==> src/rtl/fetch_stage_if.sv <==
// Bundle of fetch-stage signals: instruction-memory req/ack bus, execute redirect and decode handshake.
// master = fetch stage side, slave = environment (memory, execute, decode).
interface fetch_stage_if #(
    parameter int unsigned XLEN = 64
);
    logic            imem_req;
    logic [XLEN-1:0] imem_addr;
    logic            imem_ack;
    logic [31:0]     imem_rdata;
    logic            redirect_valid;
    logic [XLEN-1:0] redirect_pc;
    logic            if_valid;
    logic [XLEN-1:0] if_pc;
    logic [31:0]     if_instr;
    logic            id_ready;

    modport master (
        output imem_req, imem_addr, if_valid, if_pc, if_instr,
        input  imem_ack, imem_rdata, redirect_valid, redirect_pc, id_ready
    );

    modport slave (
        input  imem_req, imem_addr, if_valid, if_pc, if_instr,
        output imem_ack, imem_rdata, redirect_valid, redirect_pc, id_ready
    );
endinterface

==> src/rtl/fetch_stage.sv <==
// Instruction fetch stage: owns the fetch PC, issues one word request at a time and
// buffers {pc, instr} pairs in a small FIFO drained by decode; redirects flush it.
module fetch_stage #(
    parameter int unsigned     XLEN     = 64,
    parameter logic [XLEN-1:0] RESET_PC = '0,
    parameter int unsigned     DEPTH    = 2
) (
    input  logic          clk,
    input  logic          reset,
    fetch_stage_if.master bus
);

    localparam int unsigned PTR_W = $clog2(DEPTH);
    localparam int unsigned CNT_W = $clog2(DEPTH + 1);
    localparam int unsigned CW    = CNT_W + 1;
    localparam logic [31:0] NOP   = 32'h0000_0013;

    typedef enum logic [1:0] {
        S_IDLE = 2'd0,
        S_WAIT = 2'd1,
        S_DROP = 2'd2
    } state_e;

    typedef struct packed {
        logic [XLEN-1:0] pc;
        logic [31:0]     instr;
    } entry_t;

    state_e            state_q, state_d;
    logic [XLEN-1:0]   fetch_pc_q, fetch_pc_d;
    logic [XLEN-1:0]   addr_q, addr_d;
    entry_t            mem_q [DEPTH];
    entry_t            mem_d [DEPTH];
    logic [PTR_W-1:0]  rd_ptr_q, rd_ptr_d;
    logic [PTR_W-1:0]  wr_ptr_q, wr_ptr_d;
    logic [CNT_W-1:0]  count_q, count_d;

    logic              ack;
    logic              pop;
    logic              push;
    logic              flush;
    logic              issue_ok;
    logic              room_after_push;
    logic [XLEN-1:0]   redir_tgt;
    logic [XLEN-1:0]   addr_inc;
    entry_t            head;

    // Acks are only meaningful while a request is outstanding.
    assign ack       = bus.imem_ack & (state_q != S_IDLE);
    assign pop       = (count_q != '0) & bus.id_ready & ~bus.redirect_valid;
    assign redir_tgt = bus.redirect_pc & ~XLEN'(3);
    assign addr_inc  = addr_q + XLEN'(4);

    // Space checks account for a same-cycle pop so the FIFO never overflows.
    assign issue_ok        = ({1'b0, count_q} - CW'(pop)) < CW'(DEPTH);
    assign room_after_push = ({1'b0, count_q} + CW'(1) - CW'(pop)) < CW'(DEPTH);

    // State register
    always_ff @(posedge clk or negedge reset) begin
        if (!reset) begin
            state_q <= S_IDLE;
        end else begin
            state_q <= state_d;
        end
    end

    // Next-state logic
    always_comb begin
        state_d = state_q;
        case (state_q)
            S_IDLE: begin
                if (bus.redirect_valid || issue_ok) begin
                    state_d = S_WAIT;
                end
            end
            S_WAIT: begin
                if (bus.redirect_valid) begin
                    state_d = ack ? S_WAIT : S_DROP;
                end else if (ack && !room_after_push) begin
                    state_d = S_IDLE;
                end
            end
            S_DROP: begin
                if (ack) begin
                    state_d = S_WAIT;
                end
            end
            default: state_d = S_IDLE;
        endcase
    end

    // Per-state datapath control: fetch PC, request address, push/flush
    always_comb begin
        fetch_pc_d = fetch_pc_q;
        addr_d     = addr_q;
        push       = 1'b0;
        flush      = bus.redirect_valid;
        case (state_q)
            S_IDLE: begin
                if (bus.redirect_valid) begin
                    fetch_pc_d = redir_tgt;
                    addr_d     = redir_tgt;
                end else if (issue_ok) begin
                    addr_d = fetch_pc_q;
                end
            end
            S_WAIT: begin
                if (bus.redirect_valid) begin
                    fetch_pc_d = redir_tgt;
                    if (ack) begin
                        addr_d = redir_tgt;
                    end
                end else if (ack) begin
                    push       = 1'b1;
                    fetch_pc_d = addr_inc;
                    if (room_after_push) begin
                        addr_d = addr_inc;
                    end
                end
            end
            S_DROP: begin
                // The stale response is dropped; re-issue from the latest fetch PC.
                if (bus.redirect_valid) begin
                    fetch_pc_d = redir_tgt;
                end
                if (ack) begin
                    addr_d = bus.redirect_valid ? redir_tgt : fetch_pc_q;
                end
            end
            default: begin
                fetch_pc_d = fetch_pc_q;
                addr_d     = addr_q;
            end
        endcase
    end

    // FIFO bookkeeping
    always_comb begin
        mem_d    = mem_q;
        rd_ptr_d = rd_ptr_q;
        wr_ptr_d = wr_ptr_q;
        count_d  = count_q;
        if (flush) begin
            rd_ptr_d = '0;
            wr_ptr_d = '0;
            count_d  = '0;
        end else begin
            if (push) begin
                mem_d[wr_ptr_q].pc    = addr_q;
                mem_d[wr_ptr_q].instr = bus.imem_rdata;
                wr_ptr_d              = wr_ptr_q + PTR_W'(1);
            end
            if (pop) begin
                rd_ptr_d = rd_ptr_q + PTR_W'(1);
            end
            count_d = count_q + CNT_W'(push) - CNT_W'(pop);
        end
    end

    always_ff @(posedge clk or negedge reset) begin
        if (!reset) begin
            fetch_pc_q <= RESET_PC;
            addr_q     <= RESET_PC;
            mem_q      <= '{default: '0};
            rd_ptr_q   <= '0;
            wr_ptr_q   <= '0;
            count_q    <= '0;
        end else begin
            fetch_pc_q <= fetch_pc_d;
            addr_q     <= addr_d;
            mem_q      <= mem_d;
            rd_ptr_q   <= rd_ptr_d;
            wr_ptr_q   <= wr_ptr_d;
            count_q    <= count_d;
        end
    end

    // Outputs: request from state only; head view is combinational from the FIFO.
    assign head          = mem_q[rd_ptr_q];
    assign bus.imem_req  = (state_q != S_IDLE);
    assign bus.imem_addr = addr_q;
    assign bus.if_valid  = (count_q != '0);
    assign bus.if_pc     = bus.if_valid ? head.pc : '0;
    assign bus.if_instr  = bus.if_valid ? head.instr : NOP;

    a_no_overflow : assert property (@(posedge clk) disable iff (!reset)
        push |-> (count_q < CNT_W'(DEPTH)));

    a_addr_stable : assert property (@(posedge clk) disable iff (!reset)
        (bus.imem_req && !ack) |=> $stable(bus.imem_addr));

endmodule

==> src/flat_wrapper.sv <==
// flat-port wrapper written by rule: the top's interface ports become plain ports
module fetch_stage_flat 
#(
    parameter int unsigned     XLEN     = 64,
    parameter logic [XLEN-1:0] RESET_PC = '0,
    parameter int unsigned     DEPTH    = 2
)
  (clk, reset, bus_imem_req, bus_imem_addr, bus_if_valid, bus_if_pc, bus_if_instr, bus_imem_ack, bus_imem_rdata, bus_redirect_valid, bus_redirect_pc, bus_id_ready);
  fetch_stage_if #(.XLEN(XLEN)) bus_i ();
  input  logic clk;
  input  logic reset;
  output wire logic [$bits(bus_i.imem_req)-1:0] bus_imem_req;
  output wire logic [$bits(bus_i.imem_addr)-1:0] bus_imem_addr;
  output wire logic [$bits(bus_i.if_valid)-1:0] bus_if_valid;
  output wire logic [$bits(bus_i.if_pc)-1:0] bus_if_pc;
  output wire logic [$bits(bus_i.if_instr)-1:0] bus_if_instr;
  input wire logic [$bits(bus_i.imem_ack)-1:0] bus_imem_ack;
  input wire logic [$bits(bus_i.imem_rdata)-1:0] bus_imem_rdata;
  input wire logic [$bits(bus_i.redirect_valid)-1:0] bus_redirect_valid;
  input wire logic [$bits(bus_i.redirect_pc)-1:0] bus_redirect_pc;
  input wire logic [$bits(bus_i.id_ready)-1:0] bus_id_ready;
  assign bus_imem_req = bus_i.imem_req;
  assign bus_imem_addr = bus_i.imem_addr;
  assign bus_if_valid = bus_i.if_valid;
  assign bus_if_pc = bus_i.if_pc;
  assign bus_if_instr = bus_i.if_instr;
  assign bus_i.imem_ack = bus_imem_ack;
  assign bus_i.imem_rdata = bus_imem_rdata;
  assign bus_i.redirect_valid = bus_redirect_valid;
  assign bus_i.redirect_pc = bus_redirect_pc;
  assign bus_i.id_ready = bus_id_ready;
  fetch_stage #(.XLEN(XLEN), .RESET_PC(RESET_PC), .DEPTH(DEPTH)) u_core (.clk(clk), .reset(reset), .bus(bus_i));
endmodule
==> config.mk <==
export PLATFORM = sky130hd
export DESIGN_NAME = fetch_stage_flat
export DESIGN_NICKNAME = d
export VERILOG_FILES = /design/src/rtl/fetch_stage_if.sv /design/src/rtl/fetch_stage.sv /design/src/flat_wrapper.sv
export SDC_FILE = /design/constraint.sdc
export NUM_CORES = 1
export LEC_CHECK = 0
export ABC_AREA = 1
export BUFFER_PORTS_ARGS = -buffer_cell sky130_fd_sc_hd__buf_2
export CAP_MARGIN = 20
export CORE_UTILIZATION = 35
export DETAILED_ROUTE_END_ITERATION = 10
export PLACE_DENSITY = 0.6
export SETUP_SLACK_MARGIN = 0.4
export SLEW_MARGIN = 20
export SYNTH_ARGS = -nofsm -noshare
export SYNTH_HDL_FRONTEND = slang
export SYNTH_SLANG_ARGS = --single-unit
==> constraint.sdc <==
create_clock -name clk -period 1.9 [get_ports clk]
set_input_delay 0.38 -clock clk [delete_from_list [all_inputs] [get_ports clk]]
set_output_delay 0.38 -clock clk [all_outputs]
set_load 0.02 [all_outputs]
==> flow_summary.yaml, run 1 <==
global_routing:
  grt_pass1_vias: 17801
  grt_pass1_wl_mm: 105
  grt_antenna_before_repair: 1
  gr-total-overflow: 0
  grt_max_degree: 117
  grt_usage: 0.270
cells_and_area:
  areaGrowthSynthToFinish_pct: 59.3
  multi_input_comb_area_um2: 10900
  seq_area_um2: 8230
  filler_cell_count: 4353
  drive_gt1_frac: 0.419
  final_nets: 3081
power:
  p_comb_frac: 0.539
  switching_power_w: 0.0205
  p_total_w: 0.0452
  swShare: 0.453
  powerDensity_nw_per_um2: 1610
  irDropWorstVdd_mv: 0.934
  clkPwrFrac: 0.169
  power_frac_seq: 0.292
  p_int_w: 0.0247
  leakage_nw: 13.0
detailed_routing:
  dr_total_vias: 20041
  wire_per_inst_um: 21.4
  drt_first_pass_iters: 8
  ant_nets: 0
  routed_wl_mm: 78.6
  vias_per_cell: 5.46
  drcViolationCount: 0
  initialDrtViolationCount: 2087
synth:
  synthArstFlopShare: 1.00
  netlist_area_um2: 17600
  ys_seq_elements: 326
  avgSynthCellArea_um2: 7.08
  synth-edff-count: 0
  synth_flop_cell: "dfrtp_1"
  synthCells: 2490
  ys_types: 34
  syn_nets: 2594
  yosys_warnings: 0
  seq_area_frac_synth: 0.463
sta:
  worstMarginPinSlew_ps: 878
  max_slew_margin: 0.415
  period_share: 1.21
  rsz0062_at_grt: "yes"
  worst_slack_ps: -395
  fin_skew_ps: 40.5
  setup_viol: 165
  post-route-min-period_ps: 2290
  fmax_mhz: 436
  hold_violations: 0
  finalMaxSlewViolations: 0
die:
  start_util: 0.357
  row_count: 81
  io_pins: 263
  dieHeight_um: 226
  core_um2: 49400
  dieWidth_um: 226
  dieArea_um2: 51300
clock_tree:
  clkLatencyLatePin_ps: 590
  cts_tree: "yes"
  cts.clk_slew.worst_paths_ps: 60
  clockRootBuffer: "clkbuf_16"
  cts.sinks: 326
  cts_htree_levels: 2
  cts_buffers: 39
  clock_path_buffers: 3
outcome:
  violations: "negative setup slack"
  outcome: "finished, violations left"
setup_path:
  critical_path_class: "flop to output pin"
  worst_path_max_delay_cell: "dfrtp_4"
  cp.buffers_inverters: 4
  crit_path_end_kind: "output pin"
  arrival_ps: 1910
  max_stage_delay_ps: 550
  crit_fanout: 8
  startpoint_type: "flop"
  path_cells: "inv_12 > buf_12 > buf_16 > nand2_1 > a21oi_2 > buf_6"
  critPathTopFamily: "flip-flops"
  crit_required_ps: 1520
worst_hold_path:
  hold_class: "input pin to flop"
placed_design:
  port_buffers: 260
  gp_congestion: 0.917
  dp_hpwl_mm: 46.3
  place_ws_ps: -134
job:
  drv_cap: 0
-- synth_stat cells (14+ instances only) --
cell type,number,share of area
clkbuf_1,80,0.017
o21ai_0,124,0.035
nor2_1,141,0.030
dfrtp_1,326,0.46
buf_1,20,0.0043
nand2_1,931,0.20
nor2_2,16,0.0057
inv_2,14,0.0030
o21ai_1,160,0.045
inv_1,143,0.030
a21boi_0,25,0.011
a21oi_1,202,0.057
a31oi_1,23,0.0082
buf_2,45,0.013
nand3_1,165,0.047
-- final timing paths --
path	startpoint	endpoint	slack [ps]	cells after the start
setup / recovery	u_core.rd_ptr_q	bus_if_pc[39]	-390	6
hold / removal	bus_imem_ack	u_core.state_q[1]	20	2
setup reg to reg	u_core.count_q[0]	u_core.bus.imem_addr[41]	-160	13
hold reg to reg	u_core.fetch_pc_q[48]	u_core.fetch_pc_q[48]	470	2
max in group asynchronous	reset	u_core.mem_q[68]	840	3
min in group asynchronous	reset	u_core.mem_q[89]	370	2
-- cell type report --
cell class                 count  area share
inverter                     160      0.0239
antenna                        2    0.000178
timing repair inverter         1    0.000223
multi-input combinational   1858       0.388
tap                          664      0.0296
clock buffer                  60      0.0422
timing repair buffer         591       0.219
sequential                   326       0.293
clock inverter                11     0.00365
-- repair_timing --
action | in CTS | in global routing
hold buffers | 1 | 0
gates cloned | 19 | 45
pin swaps | 45 | 184
setup endpoints to repair | 481 | 487
setup buffers | 19 | 65
resized for setup | 260 | 578
hold endpoints to repair | 44 | 0
-- cell usage in the layout, fill, tap and decap left out, types with 59 or more instances in the layout --
cell type / netlist / routed
nand3_1: 165 / 87
clkbuf_16: 0 / 74
a21oi_2: 0 / 111
nor2_1: 141 / 84
dfrtp_1: 326 / 274
buf_4: 2 / 216
nand2_4: 1 / 59
nand2_1: 931 / 758
a21oi_1: 202 / 72
buf_2: 45 / 160
nand3_2: 1 / 69
o21ai_1: 160 / 158
o21ai_0: 124 / 86
buf_6: 2 / 102
inv_1: 143 / 136
nand2_2: 9 / 116
-- routing by layer --
metal / vias to the layer above / wire length, µm / global-route usage
li1: 9104 / - / -
met1: 9751 / 32600 / 0.376
met2: 997 / 36300 / 0.420
met3: 189 / 6590 / 0.0459
met4: 0 / 3020 / 0.0929
met5: - / 0 / 0
-- per-stage QoR --
stage | TNS (ps) | hold WS (ps) | util | std cells | cell area [µm²]
after floorplan | 0 | 84.4 | - | 2490 | 18300
after global placement | -3150 | 383 | 0.436 | 3451 | 21500
after detailed placement | -4390 | 391 | 0.436 | 3451 | 21500
after CTS | -34420 | 4.28 | 0.493 | 3561 | 24300
after global routing | -46160 | 41.6 | 0.569 | 3671 | 28100
final | -35510 | 22.7 | 0.569 | 3673 | 28100
-- cell families after synthesis --
kind of cell / share of synthesized area
AND/OR/NAND/NOR: 0.294
AO/OA/AOI/OAI: 0.170
flip-flops: 0.463
buffers and inverters: 0.0703
adder cells (fa/ha/maj): 0.00213
XOR/XNOR: 0.000994
-- registers in the layout (all words and copies together) (netlist names) --
name,cells
u_core.bus.imem_addr,64
u_core.count_q,2
u_core.fetch_pc_q,64
u_core.mem_q,192
u_core.rd_ptr_q,1
u_core.state_q,2
u_core.wr_ptr_q,1
-- power by group through the flow --
stage	sequential, W	combinational (W)	clock [W]
after floorplan	0.0132	0.00979	0
after global placement	0.0127	0.0166	0
after detailed placement	0.0129	0.0170	0
after CTS	0.0128	0.0192	0.00772
after global routing	0.0135	0.0259	0.00796
final	0.0132	0.0244	0.00763
Note: power is estimated with default switching activity, not from simulation.
==> run 2: changes to the inputs <==
--- a/config.mk
+++ b/config.mk
@@ -8,9 +8,9 @@
 export ABC_AREA = 1
 export BUFFER_PORTS_ARGS = -buffer_cell sky130_fd_sc_hd__buf_2
 export CAP_MARGIN = 20
-export CORE_UTILIZATION = 35
+export CORE_UTILIZATION = 55
 export DETAILED_ROUTE_END_ITERATION = 10
-export PLACE_DENSITY = 0.6
+export PLACE_DENSITY = 0.84
 export SETUP_SLACK_MARGIN = 0.4
 export SLEW_MARGIN = 20
 export SYNTH_ARGS = -nofsm -noshare
==> run 2 against run 1 <==
  * The run now fails in global routing
  * Synthesized cell count unchanged
  * Area after synthesis did not move
==> flow_summary.yaml, run 2 <==
outcome:
  outcome: "did not finish"
  haltStage: "global routing"
  error: "[ERROR GRT-0232] Routing congestion too high. Check the congestion heatmap in the GUI."
synth:
  synthArstFlopShare: 1.00
  netlist.area_leader.share: 0.463
  ys_types: 34
  synth-edff-count: 0
  syn_nets: 2594
  yosys_warnings: 0
  yosysMostFrequentCell: "nand2_1"
  ys_seq_elements: 326
  avgSynthCellArea_um2: 7.08
  seq_area_frac_synth: 0.463
  synthCells: 2490
  netlist_top_cells_area: "dfrtp_1 (46%), nand2_1 (20%), a21oi_1 (5.7%), nand3_1 (4.7%), o21ai_1 (4.5%)"
  netlist_area_um2: 17600
  yosysTopAreaCell: "dfrtp_1"
  synth_flop_cell: "dfrtp_1"
  yosys-top-cells-count: "nand2_1 (931), dfrtp_1 (326), a21oi_1 (202)"
sta:
  endpoint_type: "primary output"
  grt-worst-endpoint: "bus_if_instr[9]"
clock_tree:
  cts.sinks: 326
  cts_htree_levels: 2
  clockRootBuffer: "clkbuf_16"
  clock_path_buffers: 3
  cts_buffers: 37
die:
  start_util: 0.559
  row_count: 65
  io_pins: 263
  dieWidth_um: 181
  dieHeight_um: 181
placed_design:
  place_ws_ps: -164
  port_buffers: 260
  dp_hpwl_mm: 42.5
  placed_area_um2: 21000
  gp_congestion: 0.980
global_routing:
  grt_max_degree: 69
  grt_usage: 0.926
  gr-total-overflow: 607
run 2: cell counts after synthesis:
No cell type changed its count.
run 2: logic make-up after synthesis:
family | share of synthesized area
AO/OA/AOI/OAI | 0.170
AND/OR/NAND/NOR | 0.294
XOR/XNOR | 0.000994
buffers and inverters | 0.0703
flip-flops | 0.463
adder cells (fa/ha/maj) | 0.00213
run 2: per-layer routing:
layer,GRT overflow,track usage
met1,16,0.902
met2,289,1.03
met3,43,0.838
met4,254,0.995
met5,5,0.584
run 2: what timing repair did:
item | 4_1_cts
setup endpoints to repair | 483
resized for setup | 700
hold buffers | 1
endpoints found under the hold margin | 37
gates cloned | 55
buffers inserted | 90
pin swaps | 157
run 2: per-stage QoR:
step                hold slack, ps  instances
floorplan                     84.4       2490
global placement               327       3176
detailed placement             332       3176
CTS                           97.0       3388
==> run 3: changes to the inputs <==
--- a/config.mk
+++ b/config.mk
@@ -8,10 +8,9 @@
 export ABC_AREA = 1
 export BUFFER_PORTS_ARGS = -buffer_cell sky130_fd_sc_hd__buf_2
 export CAP_MARGIN = 20
-export CORE_UTILIZATION = 55
+export CORE_UTILIZATION = 40
 export DETAILED_ROUTE_END_ITERATION = 10
-export PLACE_DENSITY = 0.84
-export SETUP_SLACK_MARGIN = 0.4
+export PLACE_DENSITY_LB_ADDON = 0.15
 export SLEW_MARGIN = 20
 export SYNTH_ARGS = -nofsm -noshare
 export SYNTH_HDL_FRONTEND = slang
==> run 3 against run 2 <==
  * The flow now finishes, with violations (negative setup slack)
==> flow_summary.yaml, run 3 (synthesis gave the netlist of run 1 again) <==
global_routing:
  grt_pass1_vias: 17875
  grt_usage: 0.308
  grt_max_degree: 84
  gr-total-overflow: 0
  grt_antenna_before_repair: 0
  grt_pass1_wl_mm: 105
die:
  start_util: 0.407
  core_um2: 43300
  dieArea_um2: 44900
  dieHeight_um: 212
  dieWidth_um: 212
  row_count: 76
  io_pins: 263
detailed_routing:
  drt_first_pass_iters: 5
  drcViolationCount: 0
  vias_per_cell: 5.45
  dr_total_vias: 19152
  routed_wl_mm: 71.3
  initialDrtViolationCount: 2058
  ant_nets: 0
  wire_per_inst_um: 20.3
sta:
  period_share: 1.19
  worstMarginPinSlew_ps: 742
  max_slew_margin: 0.505
  post-route-min-period_ps: 2250
  worst_slack_ps: -355
  finalMaxSlewViolations: 0
  rsz0062_at_grt: "yes"
  setup_viol: 164
  fmax_mhz: 444
  fin_skew_ps: 20.1
  hold_violations: 0
setup_path:
  crit_path_end_kind: "output pin"
  arrival_ps: 1870
  reg2reg_from: "u_core.count_q[0]"
  crit_fanout: 8
  crit_start: "u_core.rd_ptr_q"
  r2r_cells: 14
  startpoint_type: "flop"
  critical_path_class: "flop to output pin"
  crit_required_ps: 1520
cells_and_area:
  drive_gt1_frac: 0.357
  final_common_cell: "nand2_1"
  largest_reg_flops: 192
  areaGrowthSynthToFinish_pct: 47.3
  top_register: "u_core.mem_q"
  diodes: 0
  final_nets: 3008
  filler_cell_count: 3945
  mostFrequentLayoutCells: "nand2_1 (805), dfrtp_1 (313), buf_4 (195), buf_2 (171), o21ai_1 (159)"
  fin_area_um2: 26000
outcome:
  violations: "negative setup slack"
  outcome: "finished, violations left"
worst_hold_path:
  min_path_cells: 2
  hold_class: "input pin to flop"
  hold_start: "bus_imem_ack"
clock_tree:
  cts.clk_slew.worst_paths_ps: 50
  clock_path_buffers: 3
  cts_buffers: 38
  cts_tree: "yes"
  clkLatencyLatePin_ps: 570
  clockRootBuffer: "clkbuf_16"
  cts.sinks: 326
  cts_htree_levels: 2
power:
  powerDensity_nw_per_um2: 1650
  p_total_w: 0.0427
  irDropWorstVdd_mv: 1.33
  leakage_nw: 12.2
placed_design:
  port_buffers: 260
  gp_congestion: 0.936
  placed_area_um2: 20900
  dp_hpwl_mm: 46.3
job:
  drv_cap: 0
==> run 3: layout make-up <==
cell class                      count  area, µm²  area share
Inverter                          160        646      0.0249
Timing Repair Buffer              523       4910       0.189
Tap cell                          585        732      0.0282
Clock inverter                     14        143     0.00549
Sequential cell                   326       8180       0.315
Multi-Input combinational cell   1855      10300       0.395
Clock buffer                       52       1090      0.0422
==> run 3: path summary, 6_finish.rpt <==
check / end / slack (ps)
min: u_core.state_q[1] / 70
max: bus_if_instr[11] / -350
min in group asynchronous: u_core.fetch_pc_q[13] / 340
min reg2reg: u_core.fetch_pc_q[59] / 480
max in group asynchronous: u_core.mem_q[188] / 910
max reg2reg: u_core.bus.imem_addr[2] / -180
==> run 3: critical path: stages (launching register included) <==
cell     delay, ps
dfrtp_4        540
inv_8          120
buf_12         150
buf_12         150
nand2_1         80
a21oi_2        150
buf_6          130
==> run 3: timing repair <==
action	4_1_cts	5_1_grt
setup buffers	25	31
resized for setup	244	483
endpoints found under the setup margin	193	211
hold buffers	1	0
pin swaps	40	129
endpoints found under the hold margin	20	0
gates cloned	17	8
==> run 3: layer usage <==
metal	part of all wire	global-route usage
met5	0	0
met4	0.031	0.0982
met3	0.075	0.0584
met2	0.45	0.467
met1	0.45	0.442
==> run 3: through the flow <==
stage	worst slack (ps)	std cells	hold slack [ps]	TNS [ps]	util
floorplan	-29.1	2490	84.4	-260	-
global placement	-99.4	3371	277	-3480	0.484
detailed placement	-149	3371	283	-7190	0.484
finish	-355	3515	69.6	-37050	0.600
global route	-403	3515	61.9	-50240	0.600
CTS	-379	3480	47.6	-39750	0.548
==> run 3: report_power, final <==
group / switching (W) / internal, W
registers: 0.00243 / 0.0104
clock network: 0.00307 / 0.00431
logic: 0.0137 / 0.00882
